$ cat src/rtl/int_pkg.sv
// Shared definitions for the interrupt controller: MMIO register offsets,
// the spurious-acknowledge cause code and the service state encoding.
package int_pkg;

    localparam int N_IRQ_DEF = 8;

    localparam logic [1:0] REG_PENDING = 2'd0;
    localparam logic [1:0] REG_MASK    = 2'd1;
    localparam logic [1:0] REG_CAUSE   = 2'd2;
    localparam logic [1:0] REG_SWINT   = 2'd3;

    localparam logic [4:0] CAUSE_NONE = 5'h1F;

    typedef enum logic {
        ST_IDLE    = 1'b0,
        ST_SERVICE = 1'b1
    } svc_state_t;

endpackage

$ cat src/rtl/int_prio_enc.sv
// Lowest-index-wins priority encoder over the eligible interrupt vector.
module int_prio_enc #(
    parameter int N = 8
) (
    input  logic [N-1:0] elig,
    output logic         any,
    output logic [4:0]   idx
);

    // Scan from the top down so the lowest set index is the last assignment.
    always_comb begin
        any = 1'b0;
        idx = 5'd0;
        for (int i = N - 1; i >= 0; i--) begin
            if (elig[i]) begin
                any = 1'b1;
                idx = 5'(i);
            end
        end
    end

endmodule

$ cat src/rtl/int_ctrl.sv
// Upstream interrupt controller: synchronises and edge-captures irq lines,
// masks them into a single Ireq and runs the Iack/eret service handshake.
//
//   state      | meaning
//   -----------+-----------------------------------------------------
//   ST_IDLE    | no interrupt in service, Ireq may be raised
//   ST_SERVICE | acknowledged interrupt in service, Ireq held off
module int_ctrl
    import int_pkg::*;
#(
    parameter int N_IRQ       = N_IRQ_DEF,
    parameter int SYNC_STAGES = 2
) (
    input  logic             clk,
    input  logic             reset,
    input  logic [N_IRQ-1:0] irq_in,
    input  logic             ie,
    output logic             Ireq,
    input  logic             Iack,
    input  logic             eret,
    output logic [4:0]       int_cause,
    output logic             in_service,
    input  logic             sel,
    input  logic             we,
    input  logic [1:0]       addr,
    input  logic [31:0]      wdata,
    output logic [31:0]      rdata
);

    logic [N_IRQ-1:0] sync_q [SYNC_STAGES];
    logic [N_IRQ-1:0] sync_d_q;
    logic [N_IRQ-1:0] pending_q, pending_d;
    logic [N_IRQ-1:0] mask_q;
    logic [4:0]       cause_q;
    logic             ireq_q, ireq_d;
    svc_state_t       state_q;

    logic [N_IRQ-1:0] edge_det, elig, win_oh;
    logic             any;
    logic [4:0]       idx;
    logic             wr_en, w1c, swint, mask_wr;
    logic             unused_wdata;

    assign unused_wdata = ^wdata[31:N_IRQ];

    assign edge_det = sync_q[SYNC_STAGES-1] & ~sync_d_q;
    assign elig     = pending_q & mask_q;

    int_prio_enc #(.N(N_IRQ)) u_prio (
        .elig (elig),
        .any  (any),
        .idx  (idx)
    );

    assign wr_en   = sel & we;
    assign w1c     = wr_en && (addr == REG_PENDING);
    assign mask_wr = wr_en && (addr == REG_MASK);
    assign swint   = wr_en && (addr == REG_SWINT);

    always_comb begin
        win_oh = '0;
        for (int i = 0; i < N_IRQ; i++) begin
            win_oh[i] = any && (idx == 5'(i));
        end
    end

    // Applied lowest priority first so a new set event always survives.
    always_comb begin
        pending_d = pending_q;
        if (w1c) begin
            pending_d = pending_d & ~wdata[N_IRQ-1:0];
        end
        if (Iack) begin
            pending_d = pending_d & ~win_oh;
        end
        pending_d = pending_d | edge_det;
        if (swint) begin
            pending_d = pending_d | wdata[N_IRQ-1:0];
        end
    end

    assign ireq_d = any & ie & (state_q == ST_IDLE) & ~Iack;

    always_ff @(posedge clk or posedge reset) begin
        if (reset) begin
            for (int s = 0; s < SYNC_STAGES; s++) begin
                sync_q[s] <= '0;
            end
            sync_d_q  <= '0;
            pending_q <= '0;
            mask_q    <= '0;
            ireq_q    <= 1'b0;
        end else begin
            sync_q[0] <= irq_in;
            for (int s = 1; s < SYNC_STAGES; s++) begin
                sync_q[s] <= sync_q[s-1];
            end
            sync_d_q  <= sync_q[SYNC_STAGES-1];
            pending_q <= pending_d;
            ireq_q    <= ireq_d;
            if (mask_wr) begin
                mask_q <= wdata[N_IRQ-1:0];
            end
        end
    end

    // Service FSM; Iack takes precedence over a coincident eret.
    always_ff @(posedge clk or posedge reset) begin
        if (reset) begin
            state_q <= ST_IDLE;
            cause_q <= 5'd0;
        end else begin
            if (Iack) begin
                state_q <= ST_SERVICE;
                cause_q <= any ? idx : CAUSE_NONE;
            end else if (eret) begin
                state_q <= ST_IDLE;
            end
        end
    end

    assign Ireq       = ireq_q;
    assign int_cause  = cause_q;
    assign in_service = (state_q == ST_SERVICE);

    always_comb begin
        rdata = 32'd0;
        case (addr)
            REG_PENDING: rdata = 32'(pending_q);
            REG_MASK:    rdata = 32'(mask_q);
            REG_CAUSE:   rdata = {in_service, 26'd0, cause_q};
            default:     rdata = 32'd0;
        endcase
    end

endmodule

$ cat config.mk
export PLATFORM = sky130hd
export DESIGN_NAME = int_ctrl
export DESIGN_NICKNAME = d
export VERILOG_FILES = /design/src/rtl/int_pkg.sv /design/src/rtl/int_prio_enc.sv /design/src/rtl/int_ctrl.sv
export SDC_FILE = /design/constraint.sdc
export NUM_CORES = 1
export LEC_CHECK = 0
export CAP_MARGIN = 20
export CORE_MARGIN = 10
export CORE_UTILIZATION = 30
export DETAILED_ROUTE_END_ITERATION = 16
export GPL_TIMING_DRIVEN = 0
export MAX_ROUTING_LAYER = met4
export PLACE_DENSITY = 0.72
export SETUP_SLACK_MARGIN = 0.02
export SLEW_MARGIN = 20
export SYNTH_ARGS = -nofsm -noshare
export SYNTH_HDL_FRONTEND = slang
export SYNTH_SLANG_ARGS = --single-unit
$ cat constraint.sdc
create_clock -name clk -period 4.4 [get_ports clk]
set_clock_uncertainty 0.1 [all_clocks]
set_input_delay 1.1 -clock clk [delete_from_list [all_inputs] [get_ports clk]]
set_output_delay 1.1 -clock clk [all_outputs]
set_load 0.02 [all_outputs]
Word-level counts from Yosys, hierarchy flattened
Cells that the tools add are included.
Cells by class
  equal/unequal tests: 10
  multiplexer cells: 23
  bitwise gates (word level): 15
  reduce and logical (&&, ||, !) cells: 14
Operators with widths (count)
  case mux 32 bit (3 select lines): 1
  AND 8 bit: 4
  two-way mux 3 bit: 8
  two-way mux 8 bit: 3
  inverter 8 bit: 3
  == test 5 x 3 -> 1 bit, second input constant: 4
  bitwise OR 8 bit: 2
  logical AND 1 bit: 11
  == test 5 x 2 -> 1 bit, second input constant: 2
  two-way mux 1 bit: 10
  == test 5 x 1 -> 1 bit, second input constant: 1
  logical NOT 5 bit: 1
  two-way mux 5 bit: 1
  AND 1 bit: 4
  == test 2 bit, second input constant: 2
  == test 2 x 1 -> 1 bit, second input constant: 1
  logical NOT 2 bit: 1
  inverter 1 bit: 2
  nonzero test 2 bit: 1
Storage, ports and cells
  flip-flop bits (word level): 47
  logic and storage cells: 70

Longest topological paths before layout
  word-level depth: 17
  mapped depth: 5

Modules after synthesis
From an unflattened synthesis, not the netlist that was laid out.
Unflattened totals
  cells, all modules: 184
  area, all modules: 2174.6 µm²
By module, submodules not included
  int_ctrl: instances 1, cells each 168, area an instance 2075.7 µm²
  int_prio_enc: instances 1, cells each 16, area an instance 98.8 µm²

Least setup slack after synthesis
Ideal clock, no wire load.
  path kind: input-to-output
  start: in addr[1]
  end: out rdata[3]
  arrival time: 1.908 ns
  data required time: 3.200 ns
  setup slack: 1.292 ns
  stages: 4
  buffers on the path: 1
  cells stage by stage: clkbuf_1 -> nor2b_1 -> nand2_1 -> o21ai_0
On the way
  longest elaborated chain between the ends: 2
RTL lines
  from (decl): line int_ctrl.sv:25  | input logic [1:0] addr,
  == test 2 bit, or another cell as far along: line int_ctrl.sv:128  | case (addr)
  case mux 32 bit (3 select lines) *: line int_ctrl.sv:128
  to (decl): line int_ctrl.sv:27  | output logic [31:0] rdata
Mark *: on every way between the ends. The rest lies on a longest branch, timed or not.

Worst setup path in the final report
  start: in addr[1]
  end: out rdata[4]
Same word-level chain as after synthesis.

==> impl_summary.txt <==
----------------------------------------------------
[Setup path]
  Reg-to-reg startpoint ... pending_q[4]
  Capture instance of the worst register-to-register path ... pending_q[7]
  Setup crit end kind ... primary output
  Cells along the critical path ... clkdlybuf4s50_1 > clkbuf_2 > nor2b_2 > nand2_1 > o21ai_0 > clkdlybuf4s50_1
  Buffers plus inverters on the worst setup path ... 3
  Worst setup path class ... input pin to primary output
  Cell occurring most often along the worst timing path ... clkdlybuf4s50_1
  Critical path arrival ... 3080 ps
  Category of the worst setup path launch point ... input pin
  Endpoint required time on the critical path ... 3200 ps
  Largest incremental delay on the critical path ... 660 ps
  Register-to-register setup slack ... 2690 ps
  Critical path's top delay family ... buffers and inverters
  Critical Path Stages ... 6
  CP Max Fanout ... 10
  Worst Reg2Reg Path Length in Cells ... 4
  Cell at the slowest stage of the critical path ... clkdlybuf4s50_1

[Finish]
  NumNets Final ... 295
  Layout cell share with drive strength beyond 1 ... 0.219
  Inserted Diodes ... 0
  Top library cells by usage in the layout, fill and taps aside ... dfrtp_1 (46), clkdlybuf4s50_1 (39), buf_4 (25)
  Most common cell after layout, fill and taps aside ... dfrtp_1
  Total area of multi-input combinational cells ... 792 um^2
  Filler Cells Inserted ... 656
  Non-filler cells, final ... 343
  Seq. cell area ... 0.00115 mm^2
  Layout area overhead ... 34.8%

[Routing]
  Vias after detailed routing ... 1433
  Residual antenna-violating net count after detailed routing ... 0
  Total Routed Length ... 4.63 mm
  Post-detailed-route wirelength per cell ... 13.5 um
  Average vias per placed instance ... 4.18
  Final routed DRC violation total ... 0
  Total iterations of the first detailed-routing run ... 4
  Number of DRC violations after detailed-routing iteration 0 ... 63

[Synthesis]
  Synthesized area per cell ... 11.9 um^2
  Post-Syn Instances ... 176
  Distinct cell type count of the synthesized netlist ... 36
  Seq/Total Area, Yosys ... 0.550
  #FFs+latches synth ... 46
  Yosys Warn Count ... 0
  Post-synth design cell area ... 0.00209 mm^2

[Global routing]
  Pin count of the biggest net entering global routing ... 26
  Number of antenna violations at the first check in global routing ... 0
  Global-route wire length before repair ... 7.80 mm
  Via count of the first global-routing pass ... 1525
  Total congestion overflow after global routing ... 0
  Global Route Usage Sum ... 0.0915

[Timing]
  Worst-case setup margin in the final layout ... 124 ps
  Endpoints failing hold ... 0
  Final critical-path share of the clock period ... 0.972
  Max-slew violations ... 0
  Maximum achievable frequency ... 234 MHz
  Actual slew at the worst max-slew pin ... 505 ps
  Final setup violation count ... 0
  Max-slew headroom at the worst pin ... 0.664
  Final critical path time including I/O delays and setup ... 4280 ps
  RSZ-0062 raised after global routing ... no

[Placed design]
  Place WS ... -133 ps
  Number of buffers inserted by port buffering ... 40
  Placed Cells incl. Taps ... 335
  Placed wire-length estimate ... 3.60 mm
  GPL Wtd Cong ... 0.798

[Clocking]
  Clock root buffer ... clkbuf_8
  Post-CTS Hold Buffers ... 0
  TritonCTS Buffers ... 5
  Largest buffer count on any clock path ... 2
  H-tree depth reported by CTS ... 2
  Clock-pin slew on the worst setup and hold paths ... 80 ps
  Clock insertion delay at the later pin of the skew report ... 290 ps
  Clk sink count ... 46
  CTS tree ... built

[Floorplan]
  Starting utilization of the core area ... 0.308
  Die Height ... 104 um
  Placeable Area ... 0.00679 mm^2
  FP Rows ... 30
  I/O Pins ... 88
  Chip Width ... 104 um
  Die Area ... 0.0107 mm^2

[Hold path]
  Hold Startpoint ... sync_q[9]
  Hold path depth ... 0
  Worst Hold Path EP ... sync_q[1]
  Worst min-delay path class ... flip-flop to flip-flop

[Run]
  Count of max-cap constraint violations ... 0

[Power and ir drop]
  IR Drop Worst-Case VDD ... 0.150 mV
  P_leak ... 0.00129 uW
  Total power divided by cell area ... 413 mW/mm^2

[Outcome]
  Status ... finished clean

----------------------------------------------------
worst max-delay path by stage:
| stage | slack, ps | startpoint | to |
|---|---|---|---|
| after floorplan | 1290 | addr[1] | rdata[3] |
| after global placement | -150 | addr[1] | rdata[3] |
| after detailed placement | -130 | addr[1] | rdata[3] |
| after CTS | 90 | addr[1] | rdata[3] |
| after global routing | 20 | addr[1] | rdata[4] |
| final | 120 | addr[1] | rdata[4] |
routing by layer:
metal / wire [um] / global-route usage
met1: 2150 / 0.112
met2: 2160 / 0.135
met3: 262 / 0.0328
met4: 65 / 0.0333
met5: 0 / -
registers in the layout, summed over array words and instances (netlist names):
signal / flops
sync_q: 16
mask_q: 8
pending_q: 8
sync_d_q: 8
int_cause: 4
Ireq: 1
in_service: 1
per-stage QoR:
stage	power (uW)	hold WS (ps)	setup TNS, ps	util	instance area, um^2
6_report	1170	251	0	0.415	2820
5_1_grt	1240	258	0	0.415	2820
4_1_cts	1180	253	0	0.415	2820
3_5_place_dp	917	235	-316	0.401	2730
3_3_place_gp	903	232	-335	0.397	2700
2_1_floorplan	778	231	0	-	2180
logic make-up (layout without fill, tap and decap cells):
kind of cell    count (synthesis)  in the layout  synth area share
simple gates                   42             42             0.119
other cells                     1             23           0.00179
flops                          46             46             0.550
buf+inv                        38             87             0.113
compound gates                 32             32             0.130
mux                            17             17            0.0866
power by group:
group	switching, uW	total, uW	internal [uW]
clock network	131	258	127
logic	187	366	179
registers	59.7	542	483
total	378	1170	788
timing repair:
action | CTS | global route
setup buffers | 0 | 0
pin swaps | 0 | 0
resized for setup | 2 | 1
setup endpoints to repair | 5 | 1
synthesized netlist by cell type (all sizes together):
| master | n | area [um^2] |
|---|---|---|
| a21oi | 2 | 10.0 |
| a21o | 1 | 7.51 |
| and4 | 2 | 17.5 |
| a22oi | 4 | 48.8 |
| nand2 | 18 | 67.6 |
| nor2b | 6 | 37.5 |
| nand4 | 1 | 6.26 |
| conb | 1 | 3.75 |
| dfrtp | 46 | 1150 |
| and2 | 1 | 6.26 |
| o311ai | 1 | 8.76 |
| nor2 | 5 | 18.8 |
| a32oi | 3 | 26.3 |
| a221o | 5 | 50.1 |
| nor3b | 1 | 12.5 |
| clkbuf | 3 | 11.3 |
| inv | 10 | 37.5 |
| o221a | 1 | 20.0 |
| nand3 | 4 | 37.5 |
| nor4b | 1 | 8.76 |
| mux2i | 8 | 80.1 |
| a21boi | 2 | 15.0 |
| mux2 | 9 | 101 |
| nor3 | 1 | 16.3 |
| a221oi | 2 | 23.8 |
| a31oi | 1 | 6.26 |
| o21ai | 8 | 40.0 |
| nand2b | 1 | 6.26 |
| buf | 25 | 188 |
| o211ai | 2 | 15.0 |
| nand4b | 1 | 15.0 |
layout make-up:
class,count,area share
Inverter,10,0.0133
Clock buffer,7,0.0306
Multi-Input combinational cell,114,0.281
Sequential cell,46,0.408
Tap cell,96,0.0426
Timing Repair Buffer,41,0.152
Buffer,28,0.0709
Clock inverter,1,0.00177
No activity file was read; power rests on OpenSTA's default activity.
==> variant 1 (same settings) <==
The parameter `SYNC_STAGES` goes from 2 to 1.
--- a/src/rtl/int_ctrl.sv
+++ b/src/rtl/int_ctrl.sv
@@ -9,7 +9,7 @@
     import int_pkg::*;
 #(
     parameter int N_IRQ       = N_IRQ_DEF,
-    parameter int SYNC_STAGES = 2
+    parameter int SYNC_STAGES = 1
 ) (
     input  logic             clk,
     input  logic             reset,
Behaviour: not the same (a bounded check fails within 4 cycles, from zero or initial values and one cycle with reset high).
==> variant 1 against the unedited design <==
- sequential cell count shrank 8
- critical path type unchanged
- cell area shrank 8.9%
- wire length shrank 3.9%
- largest cell class unchanged
- synthesized area shrank 10%
- clock power shrank 3%
- critical endpoint is now rdata[1]
- cell count shrank 8.5%
- fmax grew 2.4%
- power shrank 8.4%
- first-iteration DRC count grew 51%
- worst setup slack gained 0.10 ns
- non-clock buffer count is the same
==> variant 1: results (changes against the unedited design) <==
<table>
<tr><th>Metric</th><th>Value</th></tr>
<tr><th colspan="2">Run status</th></tr>
<tr><td>Result of the run</td><td>completed</td></tr>
<tr><th colspan="2">Power and ir drop</th></tr>
<tr><td>Sequential power</td><td>462 uW (-15%)</td></tr>
<tr><td>Lkg Pwr</td><td>1.177 nW (-8.8%)</td></tr>
<tr><td>Part of the power in combinational logic</td><td>0.332 (+0.018)</td></tr>
<tr><td>Worst vdd ir</td><td>149.7 uV (-0.46%)</td></tr>
<tr><td>Switching part of the total</td><td>0.3385 (+0.01432)</td></tr>
<tr><th colspan="2">Synthesis</th></tr>
<tr><td>Most frequent cells after synthesis</td><td>38 x sky130_fd_sc_hd__dfrtp_1, 25 x sky130_fd_sc_hd__buf_4, 18 x sky130_fd_sc_hd__nand2_1</td></tr>
<tr><td>Sequential cell area fraction in the yosys report</td><td>0.5067 (-0.04292)</td></tr>
<tr><td>Number of distinct library cell variants in the gate-level netlist after synthesis</td><td>34 (-5.6%)</td></tr>
<tr><td>Top cells by area in the synthesized netlist</td><td>sky130_fd_sc_hd__dfrtp_1 51%, sky130_fd_sc_hd__buf_4 10%, sky130_fd_sc_hd__mux2_2 5.4%</td></tr>
<tr><th colspan="2">Worst setup path</th></tr>
<tr><td>Arrival time reported for the critical path endpoint</td><td>2.98 ns (-0.10 ns)</td></tr>
<tr><th colspan="2">Global routing</th></tr>
<tr><td>Total Routing Usage GR</td><td>0.09463 (+0.003155)</td></tr>
<tr><td>Pin count of the biggest net entering global routing</td><td>27 (+3.8%)</td></tr>
<tr><td>Initial antenna violation count</td><td>0 (unchanged)</td></tr>
<tr><td>Wire length of the first global-routing pass</td><td>7155 um (-8.3%)</td></tr>
<tr><td>Via count of the first global-routing pass</td><td>1450 (-4.9%)</td></tr>
<tr><th colspan="2">Layout</th></tr>
<tr><td>Total number of nets in the final design</td><td>287 (-2.7%)</td></tr>
<tr><td>Fraction of final layout cells sized beyond drive strength 1</td><td>0.2218 (+0.003134)</td></tr>
<tr><th colspan="2">Route</th></tr>
<tr><td>Via density per instance</td><td>4.446 (+6.4%)</td></tr>
<tr><td>Starting DRT DRC Count</td><td>95 (+51%)</td></tr>
<tr><td>Detailed-route wire length per cell</td><td>14.18 um (+5.0%)</td></tr>
<tr><th colspan="2">Placed design</th></tr>
<tr><td>HPWL after DPL</td><td>3488 um (-3.0%)</td></tr>
<tr><td>Post-DP Area</td><td>2474 um2 (-9.2%)</td></tr>
<tr><td>Final GP Congestion</td><td>0.8598 (+7.7%)</td></tr>
<tr><th colspan="2">CTS</th></tr>
<tr><td>Number of resized instances in the post-cts repair step</td><td>0 (-2)</td></tr>
<tr><td>Clock transition at the registers of the reported paths</td><td>0.07 ns</td></tr>
</table>
[variant 1: worst paths after layout]
kind | from | end | slack (ns) | cells after the start
max | addr[1] | rdata[1] | 0.22 | 6
min | sync_q[5] | sync_d_q[5] | 0.27 | 0
max reg2reg | pending_q[4] | pending_q[6] | 2.68 | 4
min reg2reg | sync_q[5] | sync_d_q[5] | 0.27 | 0
max in group asynchronous | reset | mask_q[0] | 2.82 | 3
min in group asynchronous | reset | sync_q[3] | 0.96 | 2
[variant 1: through the flow]
step | setup slack (ns) | power [mW] | hold slack (ns) | std cells
after detailed placement | 0.07634 | 0.8237 | 0.2581 | 306
after global routing | 0.05972 | 1.140 | 0.2907 | 314
final | 0.2238 | 1.068 | 0.2705 | 314
after global placement | 0.07079 | 0.8125 | 0.2543 | 305
after CTS | 0.07677 | 1.080 | 0.2753 | 314
after floorplan | 1.331 | 0.6885 | 0.2465 | 190
[variant 1: final cells by class]
| class | count | area, um2 |
|---|---|---|
| fill | 580 | 3420 |
| sequential | 38 | 950.9 |
| multi-input combinational | 114 | 773.2 |
| timing repair buffer | 41 | 420.4 |
| buffer | 28 | 200.2 |
| tap | 75 | 93.84 |
| clock buffer | 6 | 82.58 |
| inverter | 10 | 37.54 |
| clock inverter | 2 | 12.51 |
[variant 1: per-layer routing]
layer	GRT usage	vias to the layer above	routed length (um)
met2	0.1398	58	2011
met3	0.04775	4	477
li1	-	679	-
met5	-	-	0
met4	0.03638	0	54
met1	0.1072	655	1909
[variant 1: cells by family (layout without fill, tap and decap cells)]
group | count (synthesis) | in the layout | synth area share
DFF | 38 | 38 | 0.5067
AOI/OAI and AO/OA | 32 | 32 | 0.1387
other | 1 | 23 | 0.001998
muxes | 17 | 17 | 0.09667
and+or+nand+nor | 42 | 42 | 0.1293
buffers and inverters | 38 | 87 | 0.1267
==> variant 2 (same flow settings) <==
Without the edit above. Register the input `irq_in` before use, cleared by the reset. The logic sees it one clock later. The other inputs are not delayed to match.
--- a/src/rtl/int_ctrl.sv
+++ b/src/rtl/int_ctrl.sv
@@ -26,6 +26,16 @@
     input  logic [31:0]      wdata,
     output logic [31:0]      rdata
 );
+
+    logic [N_IRQ-1:0] irq_q;
+
+    always_ff @(posedge clk or posedge reset) begin
+        if (reset) begin
+            irq_q <= '0;
+        end else begin
+            irq_q <= irq_in;
+        end
+    end
 
     logic [N_IRQ-1:0] sync_q [SYNC_STAGES];
     logic [N_IRQ-1:0] sync_d_q;
@@ -91,7 +101,7 @@
             mask_q    <= '0;
             ireq_q    <= 1'b0;
         end else begin
-            sync_q[0] <= irq_in;
+            sync_q[0] <= irq_q;
             for (int s = 1; s < SYNC_STAGES; s++) begin
                 sync_q[s] <= sync_q[s-1];
             end
Behaviour: not the same (Yosys sat finds a counterexample within 4 cycles, from zero or initial values and one cycle with reset high).
==> variant 2 against the unedited design <==
- first-iteration DRC count fell by 17%
- synthesized area rose by 8.1%
- power rose by 12%
- sequential cell count rose by 8
- worst setup slack improved by 0.11 ns
- utilization fell by 0.62 points
- wire length rose by 8.5%
- sequential share of layout area rose by 4.5 points
- synthesized cell count rose by 6.3%
- cell area rose by 5.7%
- largest power group unchanged
- combinational power fell by 1%
==> variant 2: results (changes against the unedited design) <==
<table>
<tr><th>Metric</th><th>Value</th></tr>
<tr><th colspan="2">Layout</th></tr>
<tr><td>Footprint of the multi-input gates</td><td>764.5 um2 (-3.5%)</td></tr>
<tr><td>Clock buffer cells</td><td>6 (-1)</td></tr>
<tr><td>Non-clock buffer area fraction after layout</td><td>0.1992 (-0.02424)</td></tr>
<tr><td>Fillers</td><td>722 (+10%)</td></tr>
<tr><td>Total number of nets in the final design</td><td>305 (+3.4%)</td></tr>
<tr><td>Clock buffers and inverters, area share</td><td>0.03690 (+0.004539)</td></tr>
<tr><td>Fraction of area in multi-input gates</td><td>0.2562 (-0.02440)</td></tr>
<tr><th colspan="2">Run status</th></tr>
<tr><td>Result of the run</td><td>completed</td></tr>
<tr><th colspan="2">Route</th></tr>
<tr><td>Met2 routed WL</td><td>2414 um (+12%)</td></tr>
<tr><td>Detailed-route wire length per cell</td><td>14.12 um (+4.6%)</td></tr>
<tr><td>Met1 Wirelength</td><td>2195 um (+2.3%)</td></tr>
<tr><th colspan="2">Global routing</th></tr>
<tr><td>Via count of the first global-routing pass</td><td>1666 (+9.2%)</td></tr>
<tr><td>Pin count of the biggest net entering global routing</td><td>55 (+110%)</td></tr>
<tr><th colspan="2">Placed design</th></tr>
<tr><td>Pre-CTS worst setup slack</td><td>0.2584 ns (+0.3910 ns)</td></tr>
<tr><th colspan="2">Power and ir drop</th></tr>
<tr><td>Worst vdd ir</td><td>172.3 uV (+15%)</td></tr>
<tr><td>Switching part of the total</td><td>0.3095 (-0.01477)</td></tr>
<tr><td>Lkg Pwr</td><td>1.357 nW (+5.1%)</td></tr>
<tr><th colspan="2">CTS</th></tr>
<tr><td>Number of resized instances in the post-cts repair step</td><td>0 (-2)</td></tr>
<tr><td>Clock transition at the registers of the reported paths</td><td>0.10 ns (+0.02 ns)</td></tr>
<tr><td>Sinks on Clock Net</td><td>54 (+17%)</td></tr>
<tr><th colspan="2">Worst setup path</th></tr>
<tr><td>Arrival time reported for the critical path endpoint</td><td>2.97 ns (-0.11 ns)</td></tr>
<tr><td>Worst-path fanout max</td><td>6 (-4)</td></tr>
<tr><th colspan="2">Synthesis</th></tr>
<tr><td>Top cells by area in the synthesized netlist</td><td>sky130_fd_sc_hd__dfrtp_1 60%, sky130_fd_sc_hd__buf_4 8.0%, sky130_fd_sc_hd__mux2_2 4.5%</td></tr>
<tr><td>Mux share of post-synthesis cell area</td><td>0.08011 (-0.006508)</td></tr>
<tr><td>Synthesized-area fraction occupied by ao, oa, aoi and oai cells</td><td>0.1177 (-0.01195)</td></tr>
<tr><th colspan="2">STA</th></tr>
<tr><td>Slew Limit Headroom</td><td>0.5569 (-0.1068)</td></tr>
</table>
==> variant 2: cell types whose count changed after synthesis, sizes merged, moves of 2 or more <==
cell,change
a32oi,-2
a21oi,+3
nor2,+3
clkbuf,-3
buf,+2
nand2,+3
dfrtp,+8
==> variant 2: power groups by stage <==
stage          Clock [mW]  Combinational, mW  Sequential (mW)
2_1_floorplan           0              0.224            0.627
3_3_place_gp            0              0.352            0.624
3_5_place_dp            0              0.362            0.630
4_1_cts             0.340              0.364            0.619
5_1_grt             0.362              0.392            0.630
6_report            0.327              0.361            0.620
==> variant 2: final timing paths <==
| path | depth (start not counted) | from | to | slack [ns] |
|---|---|---|---|---|
| max reg2reg | 4 | pending_q[4] | pending_q[7] | 2.63 |
| min reg2reg | 0 | irq_q[7] | sync_q[15] | 0.24 |
| min | 0 | irq_q[7] | sync_q[15] | 0.24 |
| max | 5 | addr[0] | rdata[4] | 0.23 |
| min in group asynchronous | 2 | reset | sync_q[13] | 1.13 |
| max in group asynchronous | 2 | reset | irq_q[7] | 2.62 |
